===== config.mk =====
export PLATFORM = sky130hd
export DESIGN_NAME = dm_cache_flush
export DESIGN_NICKNAME = d
export VERILOG_FILES = /design/src/rtl/dm_cache_flush.sv
export SDC_FILE = /design/constraint.sdc
export NUM_CORES = 1
export LEC_CHECK = 0
export ABC_AREA = 0
export CAP_MARGIN = 5
export CORE_AREA = 2 2 139 141
export DETAILED_ROUTE_END_ITERATION = 10
export DIE_AREA = 0 0 141 143
export HOLD_SLACK_MARGIN = 0.05
export PLACE_DENSITY = 0.83
export SYNTH_ARGS = -nofsm -noshare
export SYNTH_HDL_FRONTEND = slang
export SYNTH_SLANG_ARGS = --single-unit

===== constraint.sdc =====
create_clock -name clk -period 6.25 [get_ports clk]
set_input_delay 1.25 -clock clk [delete_from_list [all_inputs] [get_ports clk]]
set_output_delay 1.25 -clock clk [all_outputs]
set_load 0.005 [all_outputs]

===== src/rtl/dm_cache_flush.sv =====
// Flush engine for the direct-mapped cache: walks every index, writes valid+dirty
// lines back to memory and clears their dirty bit in the tag store.
module dm_cache_flush #(
  parameter int NUM_LINES = 1024,
  parameter int INDEX_W   = 10,
  parameter int TAG_W     = 18,
  parameter int LINE_W    = 128
) (
  input  logic               clk,
  input  logic               rst,
  input  logic               flush_start,
  output logic               flush_busy,
  output logic               flush_done,
  output logic [INDEX_W-1:0] tag_req_index,
  output logic               tag_req_we,
  output logic [TAG_W+1:0]   tag_write,
  input  logic [TAG_W+1:0]   tag_read,
  output logic [INDEX_W-1:0] data_req_index,
  output logic               data_req_we,
  input  logic [LINE_W-1:0]  data_read,
  output logic [31:0]        mem_req_addr,
  output logic [LINE_W-1:0]  mem_req_data,
  output logic               mem_req_rw,
  output logic               mem_req_valid,
  input  logic               mem_ready
);

  typedef enum logic [2:0] {IDLE, CHECK, WRITEBACK, CLEAN, DONE} state_t;

  localparam logic [INDEX_W-1:0] LAST_IDX = INDEX_W'(NUM_LINES - 1);

  state_t              state_reg, state_next;
  logic [INDEX_W-1:0]  idx_reg, idx_next;
  logic [TAG_W-1:0]    tag_reg, tag_next;
  logic [31:0]         addr_reg, addr_next;
  logic [LINE_W-1:0]   data_reg, data_next;
  logic                rw_reg, rw_next;
  logic                valid_reg, valid_next;

  logic                line_valid, line_dirty;
  logic [TAG_W-1:0]    line_tag;

  assign line_valid = tag_read[TAG_W+1];
  assign line_dirty = tag_read[TAG_W];
  assign line_tag   = tag_read[TAG_W-1:0];

  always_ff @(posedge clk or posedge rst) begin
    if (rst) begin
      state_reg <= IDLE;
      idx_reg   <= '0;
      tag_reg   <= '0;
      addr_reg  <= '0;
      data_reg  <= '0;
      rw_reg    <= 1'b0;
      valid_reg <= 1'b0;
    end else begin
      state_reg <= state_next;
      idx_reg   <= idx_next;
      tag_reg   <= tag_next;
      addr_reg  <= addr_next;
      data_reg  <= data_next;
      rw_reg    <= rw_next;
      valid_reg <= valid_next;
    end
  end

  always_comb begin
    state_next = state_reg;
    idx_next   = idx_reg;
    tag_next   = tag_reg;
    addr_next  = addr_reg;
    data_next  = data_reg;
    rw_next    = rw_reg;
    valid_next = valid_reg;
    case (state_reg)
      IDLE: begin
        if (flush_start) begin
          idx_next   = '0;
          state_next = CHECK;
        end
      end
      CHECK: begin
        // Invalid lines are skipped even when their dirty bit is set.
        if (line_valid && line_dirty) begin
          addr_next  = 32'({line_tag, idx_reg, 4'b0000});
          data_next  = data_read;
          tag_next   = line_tag;
          rw_next    = 1'b1;
          valid_next = 1'b1;
          state_next = WRITEBACK;
        end else if (idx_reg == LAST_IDX) begin
          state_next = DONE;
        end else begin
          idx_next = idx_reg + 1'b1;
        end
      end
      WRITEBACK: begin
        if (mem_ready) begin
          valid_next = 1'b0;
          state_next = CLEAN;
        end
      end
      CLEAN: begin
        if (idx_reg == LAST_IDX) begin
          state_next = DONE;
        end else begin
          idx_next   = idx_reg + 1'b1;
          state_next = CHECK;
        end
      end
      DONE:    state_next = IDLE;
      default: state_next = IDLE;
    endcase
  end

  always_comb begin
    flush_busy     = (state_reg != IDLE);
    flush_done     = (state_reg == DONE);
    tag_req_index  = idx_reg;
    data_req_index = idx_reg;
    tag_req_we     = (state_reg == CLEAN);
    tag_write      = {1'b1, 1'b0, tag_reg};
    data_req_we    = 1'b0;
    mem_req_addr   = addr_reg;
    mem_req_data   = data_reg;
    mem_req_rw     = rw_reg;
    mem_req_valid  = valid_reg;
  end

endmodule

==> metrics.csv <==
metric,value,unit
status,finished clean,
io_buffers,350,
tns,0,ns
wl,17600,um
fmax,275,MHz
seqCellArea,0.00428,mm^2
min_period_over_period,0.583,
place_congestion,0.769,
postRouteAntennaNets,0,
ir_drop,0.201,mV
die_x,141,um
cts_root_buf,clkbuf_16,
cts_sinks,171,
grt_max_degree,89,
drive_gt1_frac,0.238,
start_util,0.372,
clock_skew,0.0122,ns
p_int,3.48,mW
num_io_pins,358,
rows,50,
post-route-min-period,3.64,ns
fin_nets,934,
syn_avg_cell_area,15.1,um^2
ys_types,44,
synth_flop_cell,dfrtp_1,
dr.first_iter.drc_count,162,
yosys_warnings,0,
maxSlewHeadroom,0.394,
p_total,4.77,mW
power_leakage,4.50,nW
async_reset_ff_frac,1.00,
n_antenna_cell,0,
post_cts_buffers,0,
clk_latency,0.42,ns
cp-start-kind,flop,
swShare,0.272,
cp-end-kind,output port,
pwr-share-clk,0.211,
cap_violations,0,
cts_max_level,4,
finalMaxSlewViolations,0,
setup_viol,0,
postSynthRegisterBits,171,
antenna_found_initial,0,
core-area,0.0186,mm^2
worst_pin_slew,0.906,ns
drc,0,
wl_per_cell,17.2,um
grt_pass1_vias,5169,
synth_edf_count,0,
hold_class,flop to flop,
p_seq_frac,0.391,
cts-buffers-inserted,17,
rsz0062_at_grt,no,
finalHoldViolations,0,
place.detailed.hpwl,13100,um
cp_max_fo,13,
die_h,143,um
tritoncts,yes,
nFillCells,1498,
r2r_cells,4,
slowest_delay,0.64,ns
die_area,0.0202,mm^2
combPwrFrac,0.397,
critPathRequiredTime,5.00,ns
area_delta_synth_final,58.5,%
clkSlewWorstSetupHoldPaths,0.06,ns
ys_seq_area_frac,0.619,
hold_depth,1,
vias,4835,
grt_pass1_wl,27100,um
vias_per_cell,4.71,
worstPathArrival,2.39,ns
crit_path_cell_trace,nor2b_1 > and2_1 > clkdlybuf4s50_1,
finalWorstSetupSlack,2.61,ns
overflow,0,
cts_hold_buf,0,
cts_buffer_depth,2,
p_switching,1.30,mW
dp_worst_setup_slack,2.57,ns
largest_reg_flops,128,
final_common_cell,clkdlybuf4s50_1,
drt_first_pass_iters,6,
cellPowerDensity,435,mW/mm^2
critPathKind,flop to output port,
final_cell_mix,"350 x clkdlybuf4s50_1, 171 x dfrtp_1, 147 x mux2_2",
multi_input_area,0.00225,mm^2
grt_usage,0.173,
ctsResizeCount,0,
crit_slowest_cell,nor2b_1,
synthCells,457,
synthesis.area,0.00692,mm^2
-- layout make-up --
cell class,instances,area share
Inverter,5,0.00217
Clock buffer,19,0.0404
Tap cell,234,0.0267
Timing Repair Buffer,354,0.325
Sequential cell,171,0.390
Multi-Input combinational cell,232,0.205
Clock inverter,12,0.0105
-- critical path: cells and delay by family, from the launching register on --
kind                   cells  cell delay (ns)
buffers and inverters      1             0.51
DFF                        1             0.61
and+or+nand+nor            2             0.86
-- power groups by stage --
stage               clock (mW)  combinational [mW]  sequential (mW)
finish                    1.01                1.90             1.87
global route              1.08                2.03             1.94
CTS                       1.04                1.93             1.88
detailed placement           0                1.92             1.89
global placement             0                1.89             1.86
floorplan                    0               0.676             1.88
-- Yosys cell counts (all sizes together) (2+ instances only) --
cell | instances | area share
or4 | 2 | 0.0022
dfrtp | 171 | 0.62
o21ai | 4 | 0.0029
mux2 | 156 | 0.25
conb | 2 | 0.0011
buf | 54 | 0.057
nand3 | 4 | 0.0029
inv | 5 | 0.0027
a21oi | 4 | 0.0034
nor2 | 7 | 0.0042
nand4 | 2 | 0.0018
nor2b | 2 | 0.0018
nor3b | 2 | 0.0022
nand2 | 9 | 0.0052
mux2i | 3 | 0.0043
and3 | 2 | 0.0018
and4 | 2 | 0.0025
a21boi | 2 | 0.0022
o211ai | 4 | 0.0043
nor3 | 2 | 0.0014
-- cells by family after synthesis --
| logic type | share of synthesized area |
|---|---|
| flip-flops | 0.619 |
| multiplexers | 0.258 |
| buffers and inverters | 0.0597 |
| AND/OR/NAND/NOR | 0.0338 |
| AO/OA/AOI/OAI | 0.0268 |
| other | 0.00109 |
| adder cells (fa/ha/maj) | 0.00181 |
-- layer usage --
metal  share of wire  GRT usage  vias up
met4           0.017     0.0616        0
met1            0.38      0.193     2368
met5               0          0        -
met3           0.088     0.0674       20
li1                -          -     2223
met2            0.51      0.301      224
-- path summary, 6_finish.rpt --
check	from	end	slack (ns)
max in group asynchronous	rst	mem_req_data[97]	3.94
max reg2reg	state_reg[0]	mem_req_data[74]	3.61
min in group asynchronous	rst	mem_req_data[25]	1.34
min reg2reg	mem_req_rw	mem_req_rw	0.48
max	state_reg[0]	tag_req_we	2.61
min	mem_req_rw	mem_req_rw	0.48
-- through the flow --
| step | area, um^2 | cells | util | hold slack, ns |
|---|---|---|---|---|
| 3_3_place_gp | 10400 | 996 | 0.560 | 0.453 |
| 5_1_grt | 11000 | 1027 | 0.590 | 0.504 |
| 6_report | 11000 | 1027 | 0.590 | 0.479 |
| 3_5_place_dp | 10400 | 996 | 0.560 | 0.464 |
| 2_1_floorplan | 6940 | 462 | - | 0.465 |
| 4_1_cts | 11000 | 1027 | 0.590 | 0.480 |
No activity file was read; power rests on OpenSTA's default activity.
==> patch 1: new RTL, same flow settings <==
`data_reg` no longer has a reset.
--- a/src/rtl/dm_cache_flush.sv
+++ b/src/rtl/dm_cache_flush.sv
@@ -50,7 +50,6 @@
       idx_reg   <= '0;
       tag_reg   <= '0;
       addr_reg  <= '0;
-      data_reg  <= '0;
       rw_reg    <= 1'b0;
       valid_reg <= 1'b0;
     end else begin
@@ -58,10 +57,13 @@
       idx_reg   <= idx_next;
       tag_reg   <= tag_next;
       addr_reg  <= addr_next;
-      data_reg  <= data_next;
       rw_reg    <= rw_next;
       valid_reg <= valid_next;
     end
+  end
+
+  always_ff @(posedge clk) begin
+    data_reg <= data_next;
   end
 
   always_comb begin
Formal check against the unedited RTL: differs if rst is asserted again (counterexample within 4 cycles, from zero or initial values and one cycle with rst high); with rst held inactive, the same outputs for 4 cycles.
==> patch 1 against the original RTL <==
Final cell count decreased by 12%. Sequential cell count unchanged. Critical endpoint unchanged. Count of clock-buffer cells in the layout decreased by 1. Synthesized area decreased by 12%. Design area decreased by 6.9%. Critical path depth unchanged. Die area unchanged. Wire length decreased by 1.2%. Critical path type unchanged. Worst setup slack improved by 0.38 ns. Power decreased by 24%.
==> patch 1: results (changes against the original RTL) <==
Run status
  – Outcome: completed

Synth
  – Post-synth EDFFs: 128 (+128)
  – Cell count after synthesis: 319 (-30%)
  – Post-synthesis compound-gate area fraction: 0.02717 (+0.0003981)
  – Portion of netlist area occupied by mux cells: 0.05845 (-0.1998)
  – Top_reg_cell synth: edfxtp_1
  – Synth cell types: 46 (+4.5%)
  – Post-synth ARST share: 0.2515 (-0.7485)
  – Register area share after synthesis: 0.8092 (+0.1907)
  – Commonest cells in the synthesized netlist: edfxtp_1, dfrtp_1, buf_4

Worst setup path
  – Crit Path Max Fanout: 12 (-1)
  – Reg-to-Reg End: mem_req_addr[13]
  – Slowest-stage cell, CP: dfrtp_1
  – Critical Path AT: 2.01 ns (-0.38 ns)

Power
  – Switch Pwr: 0.9860 mW (-24%)
  – Peak VDD IR: 0.2529 mV (+26%)
  – Pwr Density: 356.6 mW/mm2 (-18%)
  – Switch share: 0.2710 (-0.0005887)
  – Top Consumer: registers
  – Clk. pwr: 1.06 mW (+5%)
  – Flop pwr share: 0.443 (+0.052)

STA
  – Worst hold slack: 0.4827 ns (+0.003568 ns)
  – Crit share post-route: 0.5211 (-0.06149)

Routing
  – DR WL/cell: 19.36 um (+13%)
  – DR vias/cell: 4.519 (-4.0%)
  – Met3 wire length: 1507 um (-2.6%)
  – Metal2 WL: 8718 um (-3.8%)
  – Pre-Repair DR Iteration Count: 4 (-2)
  – Met1 WL: 6878 um (+2.4%)

Cells and area
  – Multi-input combinational area share: 0.08362 (-0.1216)
  – Seq cells: 171 (unchanged)
  – Filler cell count in the final layout: 1492 (-0.40%)
  – Register area: 0.004920 mm2 (+15%)
  – Layout Cells excl Fill: 900 (-12%)
  – Share of post-route cells with drive strength above 1: 0.06757 (-0.1708)
  – Non-clk buf share: 0.3455 (+0.02089)
  – Count of plain and timing-repair buffers: 353 (-0.28%)
  – CLK BUF: 18 (-1)

Global routing
  – Met3 Use GR: 0.05969 (-0.007713)
  – Global-route wire length before repair: 24360 um (-10%)
  – Pin count of the biggest net entering global routing: 88 (-1.1%)

Place
  – Hpwl dp: 12920 um (-1.2%)
==> patch 1: cell count changes after synthesis, moves of 3 or more <==
| cell | before | now |
|---|---|---|
| dfrtp_1 | 171 | 43 |
| mux2_2 | 147 | 0 |
| edfxtp_1 | 0 | 128 |
| o21ai_0 | 4 | 1 |
| nor2_1 | 6 | 10 |
| a31oi_1 | 1 | 4 |
| o211ai_1 | 4 | 1 |
| buf_4 | 50 | 39 |
| mux2_1 | 9 | 28 |
==> patch 1: worst max-delay path, delay by kind of cell (launching register included) <==
kind / cells / cell delay (ns)
simple gates: 2 / 0.43
buf+inv: 1 / 0.50
flops: 1 / 0.65
==> patch 1: kinds of logic after synthesis <==
group | after synthesis
and+or+nand+nor | 44
buffers and inverters | 46
DFF | 171
AOI/OAI and AO/OA | 23
adders and majority gates | 1
other | 2
muxes | 32
==> patch 2: new RTL, config.mk and constraints unchanged <==
Made on the original files. Change the parameter `TAG_W` from 18 to 20.
--- a/src/rtl/dm_cache_flush.sv
+++ b/src/rtl/dm_cache_flush.sv
@@ -3,7 +3,7 @@
 module dm_cache_flush #(
   parameter int NUM_LINES = 1024,
   parameter int INDEX_W   = 10,
-  parameter int TAG_W     = 18,
+  parameter int TAG_W     = 20,
   parameter int LINE_W    = 128
 ) (
   input  logic               clk,
Interface: changed (resized tag_read and tag_write); port bits go from 358 to 362. No check against the original RTL was run, so the function may have changed too.
==> patch 2 against the original RTL <==
Utilization grew 0.43 points. Register-to-register slack gained 0.14 ns. Worst setup slack gained 0.37 ns. Sequential cell count grew 2. Wire length grew 4.4%. Final cell count grew 0.97%. Synthesized area grew 1.3%. Power grew 2.1%. Die area is the same. Synthesized cell count grew 1.1%. Design area grew 0.73%. Critical endpoint unchanged.
==> patch 2: results (changes against the original RTL) <==
STA
  – Clk_skew: 0.01977 ns (+0.007554 ns)
  – Least-Margin Pin Slew: 0.9250 ns (+0.01859 ns)

Routing
  – Vias post-DR: 4913 (+1.6%)
  – Pre-Repair DR Iteration Count: 4 (-2)
  – DR WL/cell: 17.77 um (+3.4%)
  – DR iter-0 viols: 121 (-25%)

Worst setup path
  – Crit Path Max Fanout: 9 (-4)
  – Worst path top cell family by delay: simple AND/OR/NAND/NOR gates
  – Slowest-stage cell, CP: clkdlybuf4s50_1
  – Slowest stage delay, CP: 0.51 ns (-0.13 ns)

Power
  – Peak VDD IR: 0.2346 mV (+17%)
  – Pleak: 4.534 nW (+0.71%)

Global routing
  – Global-route wire length before repair: 28300 um (+4.3%)
  – Initial antenna violation count: 0 (unchanged)
  – Tot GR Track Use: 0.1806 (+0.007835)
  – Pin count of the biggest net entering global routing: 90 (+1.1%)
  – Vias in the first global route: 5288 (+2.3%)

Clock network
  – Clock buffer depth: 2 (unchanged)
  – Clk slew on worst S/H paths: roughly 0.070 ns
  – Post-CTS Setup Inserts: 0 (unchanged)
  – Worst skew pair latency: 0.42 ns (about the same)
  – CTS Root Cell: clkbuf_16
  – CTS Buf Count: 17 (unchanged)
  – H-tree levels: 4 (unchanged)
  – Post-cts sizing count: 0 (unchanged)

Place
  – Area after DPL: 0.01047 mm2 (+0.65%)
  – Hpwl dp: 13710 um (+4.9%)
  – Port bufs: 354 (+1.1%)
  – Final Wtd Congestion: 0.7706 (+0.23%)

Synth
  – Post-synthesis compound-gate area fraction: 0.02411 (-0.002661)
  – Post-Synth Adder-Cell Area: 0.001786 (-0.00002293)
  – Commonest cells in the synthesized netlist: dfrtp_1, mux2_2, buf_4
  – Top_reg_cell synth: dfrtp_1
  – Portion of netlist area occupied by mux cells: 0.2568 (-0.001489)
  – Top cells by area in the synthesized netlist: dfrtp_1, mux2_2, buf_4
  – Ys Warns: 0 (unchanged)
  – Synth cell types: 36 (-18%)
  – Register area share after synthesis: 0.6179 (-0.0006996)
  – Xor/xnor share of the synthesized area: 0 (unchanged)
  – Post-synth ARST share: 1.000 (unchanged)

Run status
  – Outcome: completed

Cells and area
  – Ant diodes: 0 (unchanged)
  – Filler cell count in the final layout: 1515 (+1.1%)
  – Max reg flops: 128 (unchanged)
  – Final nets: 945 (+1.2%)
  – Share of post-route cells with drive strength above 1: 0.2354 (-0.002968)

Min path
  – Hold Crit Class: register to register
[patch 2: per-stage QoR]
stage	setup WS, ns	utilization	instances
after detailed placement	2.607	0.5636	1005
after global routing	2.856	0.5943	1037
after CTS	2.965	0.5943	1037
after floorplan	0.3115	-	467
after global placement	2.628	0.5636	1005
final	2.983	0.5943	1037
[patch 2: worst paths after layout]
| kind | cells after the start | startpoint | slack [ns] | to |
|---|---|---|---|---|
| worst min-delay path | 1 | mem_req_data[111] | 0.48 | mem_req_data[111] |
| worst max-delay path | 3 | state_reg[2] | 2.98 | tag_req_we |
| max in group asynchronous | 3 | rst | 3.96 | mem_req_data[81] |
| min in group asynchronous | 2 | rst | 1.33 | mem_req_valid |
| worst min register to register | 1 | mem_req_data[111] | 0.48 | mem_req_data[111] |
| worst max register to register | 5 | state_reg[1] | 3.75 | mem_req_data[69] |
[patch 2: cell families after synthesis]
kind of cell	after synthesis
AO/OA/AOI/OAI	26
other	2
adder cells (fa/ha/maj)	1
flip-flops	173
multiplexers	160
buffers and inverters	61
AND/OR/NAND/NOR	39
[patch 2: worst register-to-register path: stages (launching register included)]
cell	delay, ns
dfrtp_1	0.45
nand3b_2	0.32
nor2_4	0.12
buf_4	0.33
buf_4	0.70
mux2_2	0.45
[patch 2: area by class of cell]
class	count	area, um2	share of cell area
Tap cell	234	292.8	0.02652
Inverter	7	31.28	0.002833
Timing Repair Buffer	358	3586	0.3248
Sequential cell	173	4329	0.3921
Clock inverter	13	127.6	0.01156
Clock buffer	19	442.9	0.04011
Multi-Input combinational cell	233	2232	0.2022
[patch 2: layer usage]
| metal | track usage | vias to the layer above | part of all wire |
|---|---|---|---|
| met5 | 0 | - | 0 |
| met4 | 0.06211 | 0 | 0.017 |
| met3 | 0.06103 | 21 | 0.076 |
| met2 | 0.3194 | 201 | 0.53 |
| met1 | 0.2051 | 2448 | 0.38 |
| li1 | - | 2243 | - |
[patch 2: power by group]
group	leakage (nW)	switching (mW)	internal (mW)	total, mW
logic	2.21	0.569	1.36	1.93
clock network	0.277	0.465	0.570	1.03
registers	2.04	0.317	1.59	1.91
